### config.mk
export PLATFORM = sky130hd
export DESIGN_NAME = demux14_tdm
export DESIGN_NICKNAME = d
export VERILOG_FILES = /design/src/rtl/demux14_tdm.sv
export SDC_FILE = /design/constraint.sdc
export NUM_CORES = 1
export LEC_CHECK = 0
export CORE_MARGIN = 10
export CORE_UTILIZATION = 47
export DETAILED_ROUTE_END_ITERATION = 8
export GPL_ROUTABILITY_DRIVEN = 0
export GPL_TIMING_DRIVEN = 0
export PLACE_DENSITY_LB_ADDON = 0.08
export SETUP_SLACK_MARGIN = 0.3
export SLEW_MARGIN = 5
export SYNTH_ARGS = -nofsm -noshare
export SYNTH_HDL_FRONTEND = slang
export SYNTH_SLANG_ARGS = --single-unit
export TNS_END_PERCENT = 1
### constraint.sdc
create_clock -name clk -period 3.5 [get_ports clk]
set_input_delay 0.875 -clock clk [delete_from_list [all_inputs] [get_ports clk]]
set_output_delay 0.875 -clock clk [all_outputs]
set_load 0.02 [all_outputs]
### src/rtl/demux14_tdm.sv
// demux14_tdm: TDM 1:4 demux, HUNT/LOCK slot tracking off a frame-sync marker.
// Build option: DEMUX14_TDM_ERR_EN enables the sticky framing-error flag on oerr.
module demux14_tdm #(
  parameter int WIDTH = 4
) (
  input  logic             clk,
  input  logic             rst,
  input  logic [WIDTH-1:0] id,
  input  logic             iv,
  input  logic             isync,
  output logic [WIDTH-1:0] oz0,
  output logic [WIDTH-1:0] oz1,
  output logic [WIDTH-1:0] oz2,
  output logic [WIDTH-1:0] oz3,
  output logic [3:0]       ostb,
  output logic             ofrm,
  output logic             olock,
  output logic [1:0]       oslot,
  output logic             oerr
);

  localparam logic HUNT = 1'b0;
  localparam logic LOCK = 1'b1;

  logic             state_q, state_d;
  logic [1:0]       slot_q, slot_d;
  logic [WIDTH-1:0] oz_q [4];
  logic [WIDTH-1:0] oz_d [4];
  logic [3:0]       ostb_q, ostb_d;
  logic             ofrm_q, ofrm_d;

  logic sync_w, data_w, hunt_w, lock_w;

  assign sync_w = iv && isync;
  assign data_w = iv && !isync;
  assign hunt_w = state_q == HUNT;
  assign lock_w = state_q == LOCK;

  // Next-state: slot tracking, channel steering and one-cycle pulses
  always_comb begin
    state_d = state_q;
    slot_d  = slot_q;
    oz_d    = oz_q;
    ostb_d  = 4'b0000;
    ofrm_d  = 1'b0;
    unique case (1'b1)
      !iv: ;
      sync_w: begin
        oz_d[0] = id;
        ostb_d  = 4'b0001;
        slot_d  = 2'd1;
        state_d = LOCK;
      end
      data_w && hunt_w: ;
      data_w && lock_w && slot_q == 2'd0: begin
        state_d = HUNT;
        slot_d  = 2'd0;
      end
      default: begin
        oz_d[slot_q] = id;
        ostb_d       = 4'b0001 << slot_q;
        ofrm_d       = slot_q == 2'd3;
        slot_d       = slot_q + 2'd1;
      end
    endcase
  end

  // State, slot and output registers with synchronous reset
  always_ff @(posedge clk) begin
    if (rst) begin
      state_q <= HUNT;
      slot_q  <= 2'd0;
      for (int i = 0; i < 4; i++) oz_q[i] <= '0;
      ostb_q  <= 4'b0000;
      ofrm_q  <= 1'b0;
    end else begin
      state_q <= state_d;
      slot_q  <= slot_d;
      oz_q    <= oz_d;
      ostb_q  <= ostb_d;
      ofrm_q  <= ofrm_d;
    end
  end

`ifdef DEMUX14_TDM_ERR_EN
  logic err_q, err_d, err_evt;

  // Early sync inside a frame, or a missing sync where slot 0 is due
  always_comb begin
    err_evt = 1'b0;
    if (iv && lock_w) begin
      err_evt = isync ? (slot_q != 2'd0) : (slot_q == 2'd0);
    end
    err_d = err_q || err_evt;
  end

  // Sticky error flag, cleared only by reset
  always_ff @(posedge clk) begin
    if (rst) err_q <= 1'b0;
    else     err_q <= err_d;
  end

  assign oerr = err_q;
`else
  assign oerr = 1'b0;
`endif

  assign oz0   = oz_q[0];
  assign oz1   = oz_q[1];
  assign oz2   = oz_q[2];
  assign oz3   = oz_q[3];
  assign ostb  = ostb_q;
  assign ofrm  = ofrm_q;
  assign olock = state_q;
  assign oslot = slot_q;

endmodule

-- Word-level counts from Yosys, hierarchy flattened
Cells that the tools add are included.
W data, S select, Z words.
- bits in registers: 24
- bits of input ports: 8
- output and inout bits: 25
- word-level logic and storage cells: 36
- add/subtract/negate cells: 1
- magnitude comparators: 2
- equal/unequal tests: 1
- shifts and indexed selects: 1
- muxes and demuxes: 7
- bitwise logic cells: 2
- reduce and logical (&&, ||, !) cells: 14
- operators by type and width (cell ; count):
    $bwmux W16 ; 1
    $pmux W4 S2 ; 2
    $demux W4 S2 ; 1
    $logic_and A1 B1 Y1 ; 6
    $pmux W2 S3 ; 1
    $reduce_or A5 Y1 ; 1
    $mux W4 ; 1
    $reduce_or A4 Y1 ; 1
    $shl A1 B2 Y4 const A ; 1
    $ge A3 B3 Y1 const B ; 1
    $lt A3 B1 Y1 const B ; 1
    $not A2 Y3 ; 1
    $reduce_or A3 Y1 ; 1
    $add A2 B1 Y2 const B ; 1
    $eq A2 B2 Y1 const B ; 1
    $logic_not A1 Y1 ; 2
    $logic_not A2 Y1 ; 1
    $pmux W1 S2 ; 1
    $reduce_bool A2 Y1 ; 1
    $reduce_or A2 Y1 ; 1
    $not A1 Y1 ; 1

-- Longest topological paths before layout
Gate-level depths: netlist of the first run.
- word-level depth: 7
- mapped depth: 6
- gate-level depth less buffers: 5

-- Worst setup path before layout of the first run
OpenSTA, ideal clock, no wires.
- kind: input to register
- from: input port isync
- to: register oz_q, in the netlist oz1[0]
- library setup time: 72 ps
- data arrival time: 1703 ps
- data required time: 3428 ps
- setup slack: 1726 ps
- cell stages on the path: 5
- path buffers: 2
- cells stage by stage: buf_6 -> and4bb_4 -> and2_4 -> buf_6 -> mux2i_1
- longest elaborated chain between the ends: 5
- elaborated cells between the ends (all ways): 7
- classes of those cells: reduce/logical (7)
- ends and longest elaborated chain (element ; RTL line ; RTL):
    from (decl) ; 10 ; input logic isync,
    $logic_not A1 Y1 ; 35 ; assign data_w = iv && !isync;
    $logic_and A1 B1 Y1 ; 35 ;
    $logic_and A1 B1 Y1 (2 in series) ; 55 ; data_w && lock_w && slot_q == 2'd0: begin
    $reduce_or A4 Y1 (no line) * ; - ;
    to (signal assigned) ; 79 ; oz_q <= oz_d;
    to (decl) ; 27 ; logic [WIDTH-1:0] oz_q [4];
Every way passes the cells marked *; elsewhere a longest branch is shown, timed or not.
A chain may end at the register's enable or synchronous reset.

-- Worst setup path in the final report of the first run
- from: register slot_q[0], in the netlist oslot[0]
- to: output port oslot[0]
- RTL lines (element ; RTL line ; RTL):
    from (decl) ; 26 ; logic [1:0] slot_q, slot_d;
    from (signal assigned) ; 78 ; slot_q <= slot_d;
    to (decl) ; 18 ; output logic [1:0] oslot,
No word-level cell between the ends.

==> results of run 1 <==
[metal layers]
metal,routed length [µm],part of all wire,up-vias,global-route usage
met3,232,0.11,2,0.0475
met5,0,0,-,0
met4,16,0.0077,0,0.0550
met2,915,0.44,20,0.163
met1,906,0.44,344,0.107
li1,-,-,390,-
[state kept, by name (all words and copies together), names as in the netlist]
signal and cells:
ofrm 1, olock 1, oz0 4, oz2 4, oz3 4, oz1 4, oslot 2, ostb 4
[layout make-up]
| class | count | area (µm²) |
|---|---|---|
| Buffer | 7 | 52.6 |
| Clock buffer | 4 | 36.3 |
| Fill cell | 158 | 636 |
| Inverter | 2 | 7.51 |
| Multi-Input combinational cell | 66 | 455 |
| Sequential cell | 24 | 480 |
| Tap cell | 27 | 33.8 |
| Timing Repair Buffer | 28 | 280 |
[placed cells by master, fill, tap and decap left out, types with 4 or more instances in the layout]
cell	n
clkdlybuf4s50_1	28
dfxtp_1	24
nand2b_1	16
mux2i_1	12
nand2_1	10
a21oi_1	6
nand3_1	4
ha_1	4
[logic make-up after synthesis]
logic type,after synthesis,synth area share
muxes,12,0.121
DFF,24,0.482
AOI/OAI and AO/OA,9,0.0477
and+or+nand+nor,40,0.235
other,1,0.00377
buffers and inverters,9,0.0603
adders and majority gates,4,0.0503
[synthesized netlist by cell type (2+ instances only)]
cell type	number
a21oi_1	6
buf_6	3
clkbuf_1	3
dfxtp_1	24
ha_1	4
inv_1	2
mux2i_1	12
nand2_1	10
nand2b_1	16
nand3_1	4
nor2_1	3
nor4b_1	3
o21ai_0	2
[stage by stage]
stage	util	setup WS, ns	area, µm²
6_report	0.679	1.17	1350
3_3_place_gp	0.661	1.54	1310
4_1_cts	0.679	1.16	1350
5_1_grt	0.679	1.12	1350
2_1_floorplan	-	1.73	996
3_5_place_dp	0.661	1.53	1310
[power by group through the flow]
stage	clock network (mW)	registers (mW)	logic [mW]
finish	0.141	0.281	0.0464
global route	0.156	0.282	0.0514
CTS	0.148	0.281	0.0466
detailed placement	0	0.287	0.0465
global placement	0	0.287	0.0464
floorplan	0	0.292	0.0230
[worst paths after layout]
check             end  depth (start not counted)  slack [ns]
max          oslot[0]                          1        1.17
min            oz0[3]                          2        0.47
max reg2reg    oz1[0]                          6        1.76
min reg2reg    oz0[3]                          2        0.47
==> flow_metrics.tcl, run 1 <==
set metrics [dict create \
    overflow 0 \
    pwr-share-comb 0.099 \
    die_w_um 66.0 \
    clk_root_buffer_cell "clkbuf_4" \
    io_buffer_count 28 \
    sw_frac_of_total 0.224 \
    grt_pass1_vias 757 \
    fmax_mhz 430 \
    skew_ns 0.00853 \
    ys_ff_latch 24 \
    synth-edff-count 0 \
    drive_above_1_share 0.0840 \
    viasPerCell 4.78 \
    leakagePower_nw 0.536 \
    ys.flop_type "dfxtp_1" \
    synthCells 99 \
    hpwl_um 1610 \
    cts_resized 0 \
    drc_errors 0 \
    row_count 16 \
    intPower_mw 0.363 \
    vias 756 \
    synth_warnings 0 \
    numCtsBuffers 3 \
    ios 33 \
    arrival_ns 1.45 \
    grt_max_degree 14 \
    status "finished, final reports clean" \
    grt_pass1_wl_um 3500 \
    num_antenna_cells 0 \
    ant_nets 0 \
    syn2layout_area_growth_pct 35.2 \
    fin_crit_sh 0.665 \
    hold_path_class "reg -> reg" \
    setup_tns_ns 0 \
    clockBufferDepth 2 \
    grt_usage 0.101 \
    antenna_found_initial 0 \
    dieArea_um2 4360 \
    htreeDepth 1 \
    synth_area_per_cell_um2 10.1 \
    synth_area_um2 996 \
    insertion_delay_ns 0.31 \
    hold_violations 0 \
    startpoint_type "register" \
    p_per_area_nw_per_um2 348 \
    avgRoutedWirePerCell_um 13.1 \
    final_max_slew_viol_count 0 \
    num-nets-final 144 \
    final_cells 158 \
    start_util 0.503 \
    cts_hold_buf 0 \
    clk_transition_reported_paths_ns 0.13 \
    cts_sinks 24 \
    pwr-share-clk 0.301 \
    crit_buf_inv 1 \
    place_inst 154 \
    async_flop_share 0 \
    switching_power_mw 0.105 \
    maxCapViolCount 0 \
    crit_start "oslot[0]" \
    crit_fanout 7 \
    syn_nets 111 \
    max_stage_delay_ns 0.66 \
    synth_area_leaders "dfxtp_1 (48%), mux2i_1 (12%), nand2b_1 (10%), ha_1 (5.0%), nand2_1 (3.8%)" \
    p_total_mw 0.468 \
    rsz0062_at_grt "false" \
    yosysUniqueCellTypes 20 \
    pwr-share-seq 0.600 \
    vdd.ir_drop.worst_v 0.000284 \
    critPathTopFamily "buffers and inverters" \
    routed_wl_um 2070 \
    postCtsSetupBuffers 0 \
    end_kind "output pin" \
    holdCritStartpoint "oz0[3]" \
    synth_top_area_share 0.482 \
    required_ns 2.62 \
    min_period_ns 2.33 \
    synth_top_cell_by_area "dfxtp_1" \
    firstDrtPassIters 4 \
    slowest_stage "clkdlybuf4s50_1" \
    criticalPathCategory "reg -> out" \
    crit-reg2reg-launch "oslot[0]" \
    seq_area_frac_synth 0.482 \
    timing.hold.ws_ns 0.466 \
    cts_tree "yes" \
    fp.dieH_um 66.0 \
    worstPathCellList "clkdlybuf4s50_1" \
    drt_iter0_drc 15 \
    setup_violations 0 \
    core_um2 1980 \
]
No activity file was read; power rests on OpenSTA's default activity.
==> run 2, diff against run 1 <==
--- a/config.mk
+++ b/config.mk
@@ -6,7 +6,7 @@
 export NUM_CORES = 1
 export LEC_CHECK = 0
 export CORE_MARGIN = 10
-export CORE_UTILIZATION = 47
+export CORE_UTILIZATION = 40
 export DETAILED_ROUTE_END_ITERATION = 8
 export GPL_ROUTABILITY_DRIVEN = 0
 export GPL_TIMING_DRIVEN = 0
==> constraint.sdc (replaced) <==
create_clock -name clk -period 2.01 [get_ports clk]
set_input_delay 0.5025 -clock clk [delete_from_list [all_inputs] [get_ports clk]]
set_output_delay 0.5025 -clock clk [all_outputs]
set_load 0.02 [all_outputs]
==> flow_metrics.tcl, run 2 (synthesized netlist as in run 1, its figures left out) <==
set metrics [dict create \
    start_util 0.409 \
    die_w_um 69.9 \
    avgRoutedWirePerCell_um 13.6 \
    slowest_stage "clkdlybuf4s50_1" \
    htreeDepth 1 \
    drt_iter0_drc 29 \
    leakagePower_nw 0.558 \
    maxCapViolCount 0 \
    vdd.ir_drop.worst_v 0.000332 \
    hold_violations 0 \
    ios 33 \
    timing.hold.ws_ns 0.461 \
    final_cell_mix "clkdlybuf4s50_1 (26), dfxtp_1 (24), nand2b_1 (16)" \
    row_count 18 \
    min_period_ns 1.87 \
    rsz0062_at_grt "true" \
    setup_tns_ns 0 \
    io_buffer_count 28 \
    cts_sinks 24 \
    cts_tree "yes" \
    final_cells 161 \
    grt_pass1_vias 838 \
    dieArea_um2 4890 \
    final_common_cell "clkdlybuf4s50_1" \
    fp.dieH_um 69.9 \
    insertion_delay_ns 0.31 \
    fmax_mhz 534 \
    skew_ns 0.0104 \
    grt_pass1_wl_um 3860 \
    num_antenna_cells 0 \
    antenna_found_initial 0 \
    pre_cts_ws_ns 0.227 \
    critPathTopFamily "buffers and inverters" \
    crit_fanout 6 \
    core_um2 2430 \
    fin_crit_sh 0.932 \
    setup_ws_ns 0.136 \
    setup_violations 0 \
    final_max_slew_viol_count 0 \
    drive_above_1_share 0.0840 \
    firstDrtPassIters 2 \
    clk_transition_reported_paths_ns 0.14 \
    hpwl_um 1740 \
    postCtsSetupBuffers 0 \
    grt_usage 0.0921 \
    worstPathCellList "clkdlybuf4s50_1" \
    criticalPathCategory "reg -> out" \
    required_ns 1.51 \
    num-nets-final 144 \
    startpoint_type "register" \
    p_per_area_nw_per_um2 608 \
    place_inst 157 \
    ant_nets 0 \
    max_stage_delay_ns 0.63 \
    vias 776 \
    clockBufferDepth 2 \
    grt_max_degree 14 \
    arrival_ns 1.37 \
    numCtsBuffers 3 \
    end_kind "output pin" \
    utilization 0.556 \
    clk_root_buffer_cell "clkbuf_4" \
    drc_errors 0 \
    viasPerCell 4.82 \
    syn2layout_area_growth_pct 35.7 \
    hold_path_class "in -> reg" \
    routed_wl_um 2190 \
    crit_buf_inv 1 \
    status "finished, final reports clean" \
    overflow 0 \
]
run 2: cell types whose count changed in the layout (fill, tap and decap cells not counted):
cell / previous run / this run
dlymetal6s2s_1: 0 / 1
dlygate4sd2_1: 0 / 1
clkdlybuf4s50_1: 28 / 26
run 2: layout make-up:
type	instances	area, µm²
Sequential cell	24	480
Timing Repair Buffer	28	282
Buffer	7	52.6
Tap cell	30	37.5
Clock buffer	4	36.3
Inverter	2	7.51
Multi-Input combinational cell	66	455
Fill cell	236	1080
run 2: worst register-to-register path: cells and delay by family (launching register included):
kind	cells	cell delay, ns
AND/OR/NAND/NOR	2	0.54
multiplexers	1	0.19
adder cells (fa/ha/maj)	1	0.26
buffers and inverters	2	0.25
flip-flops	1	0.49
run 2: metrics by stage:
stage / total power [mW] / cell area, µm²
2_1_floorplan: 0.548 / 996
5_1_grt: 0.865 / 1350
6_report: 0.822 / 1350
4_1_cts: 0.830 / 1350
3_3_place_gp: 0.581 / 1310
3_5_place_dp: 0.582 / 1310
run 2: report_power, final:
part / switching (mW) / total, mW / internal (mW) / leakage (nW)
Sequential: 0.00648 / 0.489 / 0.483 / 0.194
Combinational: 0.0418 / 0.0802 / 0.0384 / 0.343
Clock: 0.142 / 0.252 / 0.110 / 0.0210
run 2: final timing paths:
kind                                from     end  slack [ns]  cells after the start
worst max-delay path               olock   olock        0.14                      1
worst min-delay path               isync  oz0[3]        0.46                      3
worst max register to register  oslot[0]  oz1[1]        0.20                      6
worst min register to register    oz0[1]  oz0[1]        0.47                      2
run 2: what timing repair did:
action | CTS | global route
resized for setup | 1 | 1
pin swaps | 0 | 0
endpoints found under the hold margin | 0 | 0
setup endpoints to repair | 32 | 39
hold buffers | 0 | 0
run 2: layer usage:
metal / vias up / track usage / part of all wire
li1: 390 / - / -
met1: 369 / 0.108 / 0.43
met2: 15 / 0.149 / 0.48
met3: 2 / 0.0381 / 0.079
met4: 0 / 0.0263 / 0.0059
met5: - / 0 / 0
==> run 3, diff against run 2 <==
--- a/config.mk
+++ b/config.mk
@@ -10,7 +10,7 @@
 export DETAILED_ROUTE_END_ITERATION = 8
 export GPL_ROUTABILITY_DRIVEN = 0
 export GPL_TIMING_DRIVEN = 0
-export PLACE_DENSITY_LB_ADDON = 0.08
+export PLACE_DENSITY = 0.74
 export SETUP_SLACK_MARGIN = 0.3
 export SLEW_MARGIN = 5
 export SYNTH_ARGS = -nofsm -noshare
==> constraint.sdc (replaced) <==
create_clock -name clk -period 2.01 [get_ports clk]
set_input_delay 0.5025 -clock clk [delete_from_list [all_inputs] [get_ports clk]]
set_output_delay 0.5025 -clock clk [all_outputs]
set_load 0.01 [all_outputs]
==> flow_metrics.tcl, run 3 (synthesized netlist as in run 1, its figures left out) <==
set metrics [dict create \
    setup_violations 0 \
    arrival_ns 1.24 \
    fmax_mhz 574 \
    antenna_found_initial 0 \
    criticalPathCategory "reg -> out" \
    hpwl_um 1740 \
    routed_wl_um 2190 \
    pwr-share-clk 0.260 \
    drt_iter0_drc 18 \
    p_total_mw 0.761 \
    pre_cts_ws_ns 0.274 \
    row_count 18 \
    ant_nets 0 \
    startpoint_type "register" \
    avgRoutedWirePerCell_um 13.7 \
    hold_violations 0 \
    final_cells 160 \
    leakagePower_nw 0.549 \
    skew_ns 0.00304 \
    top_usage_layer "met2" \
    max_stage_delay_ns 0.55 \
    min_period_ns 1.74 \
    status "finished, final reports clean" \
    final_common_cell "clkdlybuf4s50_1" \
    overflow 0 \
    viasPerCell 4.68 \
    cts_tree "yes" \
    postCtsSetupBuffers 0 \
    clk_transition_reported_paths_ns 0.12 \
    hold_path_class "reg -> reg" \
    final_max_slew_viol_count 0 \
    required_ns 1.51 \
    io_buffer_count 28 \
    setup_ws_ns 0.269 \
    insertion_delay_ns 0.30 \
    switching_power_mw 0.170 \
    clockBufferDepth 2 \
    num_antenna_cells 0 \
    maxCapViolCount 0 \
    clk_root_buffer_cell "clkbuf_4" \
    dieArea_um2 4890 \
    pwr-share-comb 0.097 \
    place_inst 157 \
    rsz0062_at_grt "true" \
    grtUsageMet2 0.159 \
    crit_fanout 6 \
    critPathTopFamily "buffers and inverters" \
    htreeDepth 1 \
    syn2layout_area_growth_pct 34.7 \
    met3_usage 0.0254 \
    slowest_stage "clkdlybuf4s50_1" \
    fin_crit_sh 0.866 \
    firstDrtPassIters 4 \
    fp.dieH_um 69.9 \
    die_w_um 69.9 \
    p_per_area_nw_per_um2 567 \
    worstPathCellList "clkdlybuf4s50_1" \
    ios 33 \
    utilization 0.551 \
    end_kind "output pin" \
    numCtsBuffers 3 \
    num-nets-final 144 \
    start_util 0.409 \
    grt_pass1_wl_um 3730 \
    vias 748 \
    vdd.ir_drop.worst_v 0.000346 \
    r2r_slack_ns 0.37 \
    grt_pass1_vias 782 \
    pwr-share-seq 0.643 \
    grt_usage 0.0896 \
    grt_max_degree 13 \
    core_um2 2430 \
    intPower_mw 0.591 \
    setup_tns_ns 0 \
    crit_buf_inv 1 \
    use_met1 0.0932 \
    drive_above_1_share 0.100 \
    sw_frac_of_total 0.223 \
    cts_hold_buf 0 \
    cts_sinks 24 \
    final_cell_mix "clkdlybuf4s50_1 (26), dfxtp_1 (21), nand2b_1 (16)" \
    drc_errors 0 \
]
[run 3: cell types whose count changed in the layout (fill, tap and decap cells not counted), sizes merged]
cell | previous run | this run
clkbuf | 7 | 6
[run 3: worst paths after layout]
kind,startpoint,endpoint,cells past startpoint
worst max-delay path,oslot[1],oslot[1],1
worst min-delay path,oz0[2],oz0[2],2
worst max register to register,oslot[0],oz1[3],6
worst min register to register,oz0[2],oz0[2],2
[run 3: final cells by class]
class	count	area, µm²
inverter	2	7.51
fill	237	1090
buffer	7	52.6
multi-input combinational	66	455
clock buffer	3	22.5
sequential	24	484
tap	30	37.5
timing repair buffer	28	282
[run 3: power groups by stage]
stage               clock, mW  combinational, mW  sequential, mW
floorplan                   0             0.0392           0.502
global placement            0             0.0746           0.500
detailed placement          0             0.0756           0.500
CTS                     0.209             0.0750           0.490
global route            0.228             0.0815           0.492
finish                  0.198             0.0739           0.489
[run 3: metrics by stage]
stage | hold slack [ns] | instance area [µm²]
3_5_place_dp | 0.447 | 1310
2_1_floorplan | 0.481 | 996
4_1_cts | 0.455 | 1340
6_report | 0.462 | 1340
3_3_place_gp | 0.442 | 1310
5_1_grt | 0.467 | 1340
[run 3: layer usage]
layer	share of wire	vias to the layer above	routed length [µm]
met5	0	-	0
met4	0.013	0	29
met3	0.055	2	120
met2	0.51	14	1120
met1	0.42	343	921
li1	-	389	-
[run 3: timing repair]
action,in CTS,in global routing
gates resized for setup,4,1
pin swaps,0,0
setup endpoints to repair,18,25
